## src/rtl/vc_drain_arbiter.sv

```systemverilog
// vc_drain_arbiter: drains two per-VC threshold FIFOs into one registered stream.
// VC0 has priority over VC1. A VC1 FIFO that is almost full and not empty overrides that priority.
// A downstream almost_full parks the arbiter in PAUSE.
// Pop strobes are combinational and match the FIFO read port. Read data is valid in the cycle rd is high.
// Optional macro VC_DRAIN_WEIGHTED_RR_EN adds a VC0 burst counter.
// With it, VC1 gets a slot after WEIGHT consecutive VC0 pops while VC1 is waiting.
//
// state  | meaning
// IDLE   | both FIFOs empty, nothing to pop
// SERVE0 | VC0 owns this cycle, pop if non-empty and not backpressured
// SERVE1 | VC1 owns this cycle, pop if non-empty and not backpressured
// PAUSE  | downstream almost full, no pops
module vc_drain_arbiter #(
    parameter int BW     = 6,
    parameter int WEIGHT = 4
) (
    input  logic          clk,
    input  logic          reset,
    input  logic [BW-1:0] vc0_data,
    input  logic          vc0_empty,
    input  logic          vc0_almost_full,
    output logic          vc0_rd,
    input  logic [BW-1:0] vc1_data,
    input  logic          vc1_empty,
    input  logic          vc1_almost_full,
    output logic          vc1_rd,
    input  logic          down_almost_full,
    output logic [BW-1:0] data_out,
    output logic          valid_out,
    output logic          vc_id,
    output logic          idle
);

    typedef enum logic [1:0] {
        IDLE   = 2'd0,
        SERVE0 = 2'd1,
        SERVE1 = 2'd2,
        PAUSE  = 2'd3
    } state_t;

    state_t state;
    state_t state_next;
    state_t sel_state;
    logic   burst_limit;

    if (WEIGHT < 1 || WEIGHT > 15) begin : g_bad_weight
        $error("vc_drain_arbiter: WEIGHT must be in 1..15");
    end

    // VC0 is already the preferred source, so its high-threshold flag changes nothing.
    logic unused_vc0_af;
    assign unused_vc0_af = vc0_almost_full;

    assign vc0_rd = !reset && (state == SERVE0) && !vc0_empty && !down_almost_full;
    assign vc1_rd = !reset && (state == SERVE1) && !vc1_empty && !down_almost_full;
    assign idle   = (state == IDLE);

`ifdef VC_DRAIN_WEIGHTED_RR_EN
    localparam logic [3:0] WEIGHT_CNT = 4'(WEIGHT);

    logic [3:0] burst_cnt;
    logic [3:0] burst_cnt_next;

    // Burst count after this cycle's pop, so the limit bounds the run at WEIGHT pops.
    always_comb begin
        burst_cnt_next = burst_cnt;
        if (vc1_rd || vc1_empty) begin
            burst_cnt_next = 4'd0;
        end else if (vc0_rd && (burst_cnt != WEIGHT_CNT)) begin
            burst_cnt_next = burst_cnt + 4'd1;
        end
    end

    assign burst_limit = (burst_cnt_next == WEIGHT_CNT) && !vc1_empty;

    // Burst counter register.
    always_ff @(posedge clk) begin
        if (reset) begin
            burst_cnt <= 4'd0;
        end else begin
            burst_cnt <= burst_cnt_next;
        end
    end
`else
    assign burst_limit = 1'b0;
`endif

    // Owner selection from the current cycle's flags.
    always_comb begin
        sel_state = IDLE;
        if (vc1_almost_full && !vc1_empty) begin
            sel_state = SERVE1;
        end else if (burst_limit) begin
            sel_state = SERVE1;
        end else if (!vc0_empty) begin
            sel_state = SERVE0;
        end else if (!vc1_empty) begin
            sel_state = SERVE1;
        end
    end

    // Next owner: backpressure wins over every selection.
    always_comb begin
        state_next = sel_state;
        if (down_almost_full) begin
            state_next = PAUSE;
        end
    end

    // State register.
    always_ff @(posedge clk) begin
        if (reset) begin
            state <= IDLE;
        end else begin
            state <= state_next;
        end
    end

    // Output stage: capture the popped word; data and vc_id hold between words.
    always_ff @(posedge clk) begin
        if (reset) begin
            data_out  <= '0;
            valid_out <= 1'b0;
            vc_id     <= 1'b0;
        end else if (vc0_rd) begin
            data_out  <= vc0_data;
            valid_out <= 1'b1;
            vc_id     <= 1'b0;
        end else if (vc1_rd) begin
            data_out  <= vc1_data;
            valid_out <= 1'b1;
            vc_id     <= 1'b1;
        end else begin
            valid_out <= 1'b0;
        end
    end

endmodule

```

## config.mk

```make
export PLATFORM = sky130hd
export DESIGN_NAME = vc_drain_arbiter
export DESIGN_NICKNAME = d
export VERILOG_FILES = /design/src/rtl/vc_drain_arbiter.sv
export SDC_FILE = /design/constraint.sdc
export NUM_CORES = 1
export LEC_CHECK = 0
export BUFFER_PORTS_ARGS = -buffer_cell sky130_fd_sc_hd__buf_2
export CORE_AREA = 2 2 39 41
export DETAILED_ROUTE_END_ITERATION = 10
export DIE_AREA = 0 0 41 43
export PLACE_DENSITY = 0.65
export SYNTH_ARGS = -nofsm -noshare
export SYNTH_HDL_FRONTEND = slang
export SYNTH_SLANG_ARGS = --single-unit
```

## constraint.sdc

```tcl
create_clock -name clk -period 4.5 [get_ports clk]
set_clock_uncertainty 0.1 [all_clocks]
set_input_delay 0.225 -clock clk [delete_from_list [all_inputs] [get_ports clk]]
set_output_delay 0.225 -clock clk [all_outputs]
set_load 0.02 [all_outputs]
```

==> metrics.yaml, run 1 <==
drt:
  vias: 431
  route.detailed.drc: 0
  routed_wl_um: 987
  firstDrtPassIters: 1
  drt-initial-drc-count: 0
  ant_nets: 0
  vias_per_cell: 4.59
  wl_per_cell_um: 10.5
logic_synthesis:
  yosys.area.top_type: "dfxtp_1"
  synth_area_leaders: "dfxtp_1, a211oi_1, inv_1, o22ai_1, or4b_2"
  ys_seq_area_share_pct: 46.9
  avgSynthCellArea_um2: 8.71
  syn_area_um2: 427
  ys_seq_elements: 10
  synth_top_area_share_pct: 46.9
  ys.warnings.count: 0
  syn_nets: 68
  yosys.cell_types.count: 15
  postSynthCellCount: 49
cells_and_area:
  drive_gt1_share_pct: 43.6
  antenna_cells: 0
  area_growth_pct: 43.1
  final_common_cell: "buf_2"
  mostFrequentLayoutCells: "buf_2, inv_1, dfxtp_1"
  fin_nets: 98
min_path:
  worstHoldStart: "vc1_almost_full"
  hp-class: "input port to register"
die:
  initial_core_util_pct: 30.8
  core_mm2: 0.00138
  die_h_um: 43
  die_w_um: 41
  rows: 14
  die-area_mm2: 0.00176
  ios: 30
global_routing:
  grt_usage_pct: 13.1
  grt_util_met1_pct: 16.8
  overflow: 0
  antenna_found_initial: 0
  grt_pass1_wl_um: 1460
  use_met3_pct: 4.71
  grt_max_degree: 13
  grt_pass1_vias: 349
  use_met2_pct: 15.9
  busiest_layer: "met1"
timing:
  fin_crit_sh_pct: 36.7
  setup_tns_ns: 0
  setup_viol: 0
  max_slew.worst_pin.slew_ns: 0.215
  hold_viol_final: 0
  max_freq_mhz: 605
  slew_headroom_pct: 85.7
  fin_crit_ns: 1.65
  grt_setup_unrepaired: "no"
  slew_viol_final: 0
setup_path:
  crit_family: "simple AND/OR/NAND/NOR gates"
  arrival_ns: 1.33
  worstSetupPathType: "register to primary output"
  path_max_fanout: 5
  worstPathCellList: "or3b_1 > nor3_1 > buf_2"
  crit_path_end_kind: "primary output"
  crit_buf_inv: 1
  critPathSlowestCell: "or3b_1"
  startpoint_type: "register"
  worst_r2r_startpoint: "state[0]"
  cp.required_ns: 4.18
  cp-startpoint: "state[0]"
  cpPeakStageDelay_ns: 0.38
power:
  cellInternalPower_w: 0.000154
  total_power_w: 0.000202
  switching_share_pct: 23.7
  p_leak_nw: 0.298
  pwr-share-clk_pct: 39.3
  combPwrFrac_pct: 13.9
  powerDensity_mw_per_mm2: 331
  power.switching_w: 0.0000479
  pwr-share-seq_pct: 46.8
  peakVddDrop_mv: 0.121
clock_tree:
  root_buffer: "clkbuf_4"
  cts_buffers: 3
  cts_setup_buffers: 0
  insertion_delay_ns: 0.26
  hold_buffers: 0
  cts_tree: "built"
  clkTransAtPathRegs_ns: 0.07
  max-clock-path-buffers: 2
  cts_sinks: 10
  cts-resized-gates: 0
  cts_max_level: 1
run_status:
  status: "finished clean"
place:
  place.gp.congestion: 0.659
  dp_hpwl_um: 744
  io_buffers: 28
run:
  cap_violations: 0
==> synth_stat cells (all sizes together) <==
library cell,count
or3b,2
a211oi,6
a21oi,3
clkbuf,3
nor3,2
a211o,1
dfxtp,10
o21ai,1
inv,10
o22ai,6
nand2b,1
nor2,1
a21o,1
or4b,2
==> logic make-up after synthesis <==
group | after synthesis | synth area share [%]
AND/OR/NAND/NOR | 8 | 13.5
AO/OA/AOI/OAI | 18 | 27.9
flip-flops | 10 | 46.9
buffers and inverters | 13 | 11.7
==> path summary, 6_finish.rpt <==
check / end / slack, ns / depth (start not counted)
worst max-delay path: vc0_rd / 2.85 / 3
worst min-delay path: state[0] / 0.15 / 3
worst max register to register: data_out[5] / 2.91 / 3
worst min register to register: vc_id / 0.34 / 2
==> power by group through the flow <==
stage / sequential (W) / combinational, W / clock (W)
detailed placement: 0.0000967 / 0.0000284 / 0
global route: 0.0000954 / 0.0000312 / 0.0000870
finish: 0.0000947 / 0.0000282 / 0.0000795
floorplan: 0.0000999 / 0.0000118 / 0
CTS: 0.0000947 / 0.0000285 / 0.0000839
global placement: 0.0000967 / 0.0000281 / 0
==> area by class of cell <==
class                      instances  area (um2)
fill                             141         773
sequential                        10         200
multi-input combinational         26         176
timing repair buffer              28         140
inverter                          10        37.5
clock buffer                       4        36.3
tap                               16        20.0
==> worst register-to-register path: stages (launching register included) <==
cell and delay (ns):
dfxtp_1 0.37, or3b_1 0.38, a211o_1 0.40, a211oi_1 0.26
==> per-stage QoR <==
step | hold WS (ns) | std cells | util [%] | cell area [um2] | setup slack [ns]
after floorplan | 0.275 | 49 | - | 427 | 2.99
after global placement | 0.329 | 90 | 41.5 | 574 | 2.86
after detailed placement | 0.335 | 90 | 41.5 | 574 | 2.85
after CTS | 0.139 | 94 | 44.1 | 611 | 2.82
after global routing | 0.165 | 94 | 44.1 | 611 | 2.72
final | 0.149 | 94 | 44.1 | 611 | 2.85
==> metal layers <==
layer  routed length, um  vias up
met1                 450      176
met4                  22        0
li1                    -      234
met3                  89        2
met2                 425       19
met5                   0        -
==> state kept, by name (all words and copies together) (netlist names) <==
name       flops
data_out       6
state          2
valid_out      1
vc_id          1
(Power assumes the default switching activity.)
==> run 2: changes to the inputs <==
Settings changed: PLACE_DENSITY 0.65 to 0.68.
Clock period 4.5 ns to 1.35 ns, I/O delays scaled along.
==> run 2 against run 1 <==
The flow now finishes with violations (setup timing). Register-to-register slack worse by 3.1 ns. First-iteration DRC count is 10 higher. Die area stayed put. Non-clock buffer count is 5 higher. Clock power grew to 3.4 times the previous value. Sequential share of layout area is 4.1 points lower. Final cell count is 5.3% higher. Utilization is 7.0 points higher. Critical path depth stayed put. Largest power group unchanged. Combinational power grew to 4.3 times the previous value. Flip-flop and latch count stayed put. Total power grew to 3.5 times the previous value.
==> metrics.yaml, run 2 (synthesis results as in run 1) <==
run_status:
  status: "complete, but fails checks"
  violations: "setup timing"
power:
  power.switching_w: 0.000176  # +270%
  powerDensity_mw_per_mm2: 1000  # +200%
  pwr-share-seq_pct: 44.8  # -2.0 points
  combPwrFrac_pct: 16.9  # +3.0 points
  pwr-share-clk_pct: 38.3  # -1.0 points
  total_power_w: 0.000708  # +250%
  peakVddDrop_mv: 0.407  # +240%
  switching_share_pct: 24.8  # +1.1 points
  cellInternalPower_w: 0.000532  # +240%
  p_leak_nw: 0.332  # +11%
timing:
  fin_crit_sh_pct: 113
  grt_setup_unrepaired: "yes"
  hold_viol_final: 0  # unchanged
  setup_tns_ns: -1.22  # -1.22 ns
  max_slew.worst_pin.slew_ns: 0.276  # +0.0616 ns
  setup_viol: 9  # +9
  setup_slack_ns: -0.172  # -3.02 ns
  slew_viol_final: 0  # unchanged
  finalHoldWorstSlack_ns: 0.0123  # -0.137 ns
  fin_crit_ns: 1.52
  max_freq_mhz: 657
  slew_headroom_pct: 81.6  # -4.1 points
global_routing:
  grt_pass1_vias: 411  # +18%
  overflow: 0  # unchanged
  grt_max_degree: 13  # unchanged
  grt_usage_pct: 15.0  # +1.9 points
  grt_pass1_wl_um: 1680  # +16%
  antenna_found_initial: 0  # unchanged
drt:
  route.detailed.drc: 0  # unchanged
  vias_per_cell: 4.87  # +6.2%
  drt-initial-drc-count: 10  # +10
  vias: 482  # +12%
  firstDrtPassIters: 4  # +3
  wl_per_cell_um: 11.3  # +7.9%
  routed_wl_um: 1120  # +14%
  ant_nets: 0  # unchanged
cells_and_area:
  mostFrequentLayoutCells: "buf_2, inv_1, dfxtp_1"
  fin_nets: 103  # +5.1%
  fillers: 132  # -6.4%
  final_common_cell: "buf_2"
  stdcell_area_um2: 707  # +16%
  largest_reg_flops: 6  # unchanged
  area_growth_pct: 65.7
  top_regs: "data_out: 6 flops, state: 2 flops"
  antenna_cells: 0  # unchanged
  multiInputGateArea_um2: 223  # +26%
  drive_gt1_share_pct: 57.8  # +14 points
  regArea_um2: 203  # +1.2%
  top_register: "data_out"
clock_tree:
  clkTransAtPathRegs_ns: 0.07  # about the same
  max-clock-path-buffers: 2  # unchanged
  cts_sinks: 10  # unchanged
  insertion_delay_ns: 0.26  # about the same
  root_buffer: "clkbuf_4"
  cts_buffers: 3  # unchanged
  cts_max_level: 1  # unchanged
  cts_tree: "built"
die:
  die_w_um: 41  # unchanged
  die-area_mm2: 0.00176  # unchanged
  rows: 14  # unchanged
  core_mm2: 0.00138  # unchanged
  die_h_um: 43  # unchanged
  initial_core_util_pct: 30.8  # unchanged
  ios: 30  # unchanged
min_path:
  hold_end: "data_out[3]"
  worstHoldStart: "vc0_data[3]"
  min_path_cells: 3  # unchanged
  hp-class: "input port to register"
setup_path:
  arrival_ns: 1.61  # +0.28 ns
  crit_path_end_kind: "register"
  r2r_cells: 3  # unchanged
  r2r_setup_slack_ns: -0.17  # -3.08 ns
  worst_r2r_startpoint: "state[1]"
  worstSetupPathType: "register to register"
  cp.required_ns: 1.43  # -2.75 ns
  path_max_fanout: 7  # +2
  startpoint_type: "register"
  r2r_end: "data_out[1]"
place:
  io_buffers: 28  # unchanged
  dp_hpwl_um: 804  # +8.1%
  pre_cts_slack_ns: -0.182  # -3.03 ns
  placed_area_um2: 598  # +4.1%
  place.gp.congestion: 0.688  # +4.3%
run:
  cap_violations: 0  # unchanged
## run 2: cell types whose count changed in the layout (fill, tap and decap cells not counted), sizes merged
cell,delta
buf,+3
dlygate4sd3,+2
## run 2: timing repair
item / 4_1_cts / 5_1_grt
setup buffers: 0 / 1
hold endpoints to repair: 1 / 0
resized for setup: 10 / 2
setup endpoints to repair: 8 / 9
hold buffers: 2 / 0
## run 2: worst max-delay path: stages (launching register included)
cell,delay [ns]
dfxtp_2,0.35
or3b_4,0.40
a211o_4,0.39
a211oi_2,0.21
## run 2: worst max-delay path by stage
stage                   to  cells after the start  slack (ns)     start
4_1_cts        data_out[3]                      3       -0.16  state[1]
2_1_floorplan  data_out[0]                      3       -0.07  state[1]
3_5_place_dp   data_out[1]                      3       -0.18  state[0]
6_report       data_out[1]                      3       -0.17  state[1]
5_1_grt        data_out[1]                      3       -0.23  state[1]
3_3_place_gp   data_out[1]                      3       -0.16  state[0]
## run 2: through the flow
step	utilization [%]	cells
after floorplan	-	49
after global placement	43.2	92
after detailed placement	43.2	92
after CTS	50.2	98
after global routing	51.1	99
final	51.1	99
## run 2: layout make-up
cell class                      instances  share of cell area [%]
Clock buffer                            4                    5.13
Inverter                               10                    5.31
Multi-Input combinational cell         26                    31.5
Sequential cell                        10                    28.7
Tap cell                               16                    2.83
Timing Repair Buffer                   33                    26.5
## run 2: power groups by stage
stage | Combinational, W | Sequential [W] | Clock (W)
finish | 0.000120 | 0.000317 | 0.000271
CTS | 0.000117 | 0.000317 | 0.000281
global route | 0.000129 | 0.000319 | 0.000301
detailed placement | 0.000102 | 0.000323 | 0
floorplan | 0.0000437 | 0.000334 | 0
global placement | 0.000101 | 0.000322 | 0
## run 2: layer usage
metal	up-vias	part of all wire, %	GRT usage [%]
met4	0	2.6	14.0
met3	4	11	4.71
met5	-	0	0
met1	204	45	17.5
met2	32	41	20.3
li1	242	-	-
==> run 3: changes to the inputs <==
Settings changed: RECOVER_POWER set to 100.
==> run 3 against run 2 <==
The flow still finishes with violations (setup timing). Final area is 1.6% lower. Fmax is 0.25% higher. First-iteration DRC count stayed put.
==> metrics.yaml, run 3 (synthesis results as in run 1) <==
die:
  die_h_um: 43  # unchanged
  ios: 30  # unchanged
  core_mm2: 0.00138  # unchanged
  initial_core_util_pct: 30.8  # unchanged
  die_w_um: 41  # unchanged
  die-area_mm2: 0.00176  # unchanged
  rows: 14  # unchanged
timing:
  max_slew.worst_pin.slew_ns: 0.278  # +0.00196 ns
  slew_headroom_pct: 81.5  # -0.13 points
  fin_crit_ns: 1.52  # -0.00383 ns
  setup_viol: 9  # unchanged
  fin_crit_sh_pct: 112  # -0.28 points
  grt_setup_unrepaired: "yes"
  max_freq_mhz: 659  # +0.25%
  hold_viol_final: 0  # unchanged
  setup_slack_ns: -0.168  # +0.00383 ns
  slew_viol_final: 0  # unchanged
power:
  powerDensity_mw_per_mm2: 1010  # +1.1%
  peakVddDrop_mv: 0.404  # -0.71%
  power.switching_w: 0.000175  # -0.29%
  pwr-share-clk_pct: 38.4  # about the same
  cellInternalPower_w: 0.000529  # -0.62%
  combPwrFrac_pct: 16.6  # -0.3 points
  pwr-share-seq_pct: 45.0  # +0.2 points
  switching_share_pct: 24.9  # +0.062 points
  p_leak_nw: 0.296  # -11%
  total_power_w: 0.000704  # -0.54%
drt:
  routed_wl_um: 1140  # +1.2%
  ant_nets: 0  # unchanged
  vias_per_cell: 4.77  # -2.1%
  wl_per_cell_um: 11.5  # +1.2%
  firstDrtPassIters: 4  # unchanged
  route.detailed.drc: 0  # unchanged
  vias: 472  # -2.1%
  drt-initial-drc-count: 10  # unchanged
cells_and_area:
  final_common_cell: "buf_2"
  top_register: "data_out"
  antenna_cells: 0  # unchanged
  drive_gt1_share_pct: 47.0  # -11 points
  top_regs: "data_out: 6 flops, state: 2 flops"
  fillers: 138  # +4.5%
  fin_nets: 103  # unchanged
  largest_reg_flops: 6  # unchanged
  area_growth_pct: 63.0
  stdcell_area_um2: 696  # -1.6%
  mostFrequentLayoutCells: "buf_2, inv_1, clkbuf_1"
setup_path:
  crit_path_end_kind: "register"
  worstSetupPathType: "register to register"
  cp.required_ns: 1.43  # about the same
  startpoint_type: "register"
  path_max_fanout: 7  # unchanged
  arrival_ns: 1.60  # about the same
clock_tree:
  cts_buffers: 3  # unchanged
  cts_tree: "built"
  cts_max_level: 1  # unchanged
  cts_sinks: 10  # unchanged
  root_buffer: "clkbuf_4"
  max-clock-path-buffers: 2  # unchanged
  insertion_delay_ns: 0.26  # about the same
  clkTransAtPathRegs_ns: 0.07  # about the same
global_routing:
  grt_max_degree: 13  # unchanged
  antenna_found_initial: 0  # unchanged
  overflow: 0  # unchanged
  grt_pass1_vias: 411  # unchanged
  grt_usage_pct: 15.0  # unchanged
  grt_pass1_wl_um: 1680  # unchanged
run:
  cap_violations: 0  # unchanged
place:
  place.gp.congestion: 0.688  # unchanged
  placed_area_um2: 598  # unchanged
  dp_hpwl_um: 804  # unchanged
  io_buffers: 28  # unchanged
min_path:
  hp-class: "input port to register"
run_status:
  violations: "setup timing"
  status: "complete, but fails checks"
==> run 3: worst paths after layout <==
check                 to         from  depth (start not counted)  slack [ns]
min          data_out[3]  vc0_data[3]                          3        0.01
min reg2reg        vc_id        vc_id                          2        0.34
max          data_out[1]     state[1]                          3       -0.17
max reg2reg  data_out[1]     state[1]                          3       -0.17
==> run 3: routing by layer <==
| metal | vias up | GRT usage, % | share of wire (%) |
|---|---|---|---|
| met5 | - | 0 | 0 |
| met4 | 0 | 14.0 | 2.6 |
| met3 | 4 | 4.71 | 8.5 |
| met2 | 25 | 20.3 | 41 |
| met1 | 200 | 17.5 | 48 |
| li1 | 243 | - | - |
==> run 3: cell type report <==
cell class | instances | area, um2 | share of cell area [%]
tap | 16 | 20.0 | 2.88
multi-input combinational | 26 | 223 | 32.0
timing repair buffer | 33 | 176 | 25.4
clock buffer | 4 | 36.3 | 5.22
sequential | 10 | 203 | 29.1
inverter | 10 | 37.5 | 5.40
==> run 3: power by group through the flow <==
stage | Combinational (W) | Clock, W | Sequential (W)
2_1_floorplan | 0.0000437 | 0 | 0.000334
3_3_place_gp | 0.000101 | 0 | 0.000322
3_5_place_dp | 0.000102 | 0 | 0.000323
4_1_cts | 0.000117 | 0.000281 | 0.000317
5_1_grt | 0.000126 | 0.000301 | 0.000319
6_report | 0.000117 | 0.000270 | 0.000317
==> run 3: timing repair <==
| action | CTS | global route |
|---|---|---|
| pin swaps | 0 | 0 |
| setup endpoints to repair | 8 | 9 |
| buffers inserted | 0 | 1 |
| resized for setup | 10 | 2 |
| hold endpoints to repair | 1 | 0 |
| hold buffers | 2 | 0 |
==> run 3: critical path, cell delays in order, from the launching register on <==
cell	delay [ns]
dfxtp_2	0.35
or3b_4	0.40
a211o_4	0.39
a211oi_2	0.20
==> run 3: per-stage QoR <==
| stage | worst slack (ns) | instances | utilization, % | hold WS (ns) | setup TNS [ns] |
|---|---|---|---|---|---|
| floorplan | -0.0664 | 49 | - | 0.110 | -0.398 |
| global placement | -0.155 | 92 | 43.2 | 0.267 | -0.787 |
| detailed placement | -0.182 | 92 | 43.2 | 0.266 | -0.953 |
| CTS | -0.159 | 98 | 50.2 | 0.00572 | -1.14 |
| global route | -0.233 | 99 | 50.3 | 0.0000292 | -1.81 |
| finish | -0.168 | 99 | 50.3 | 0.0135 | -1.23 |
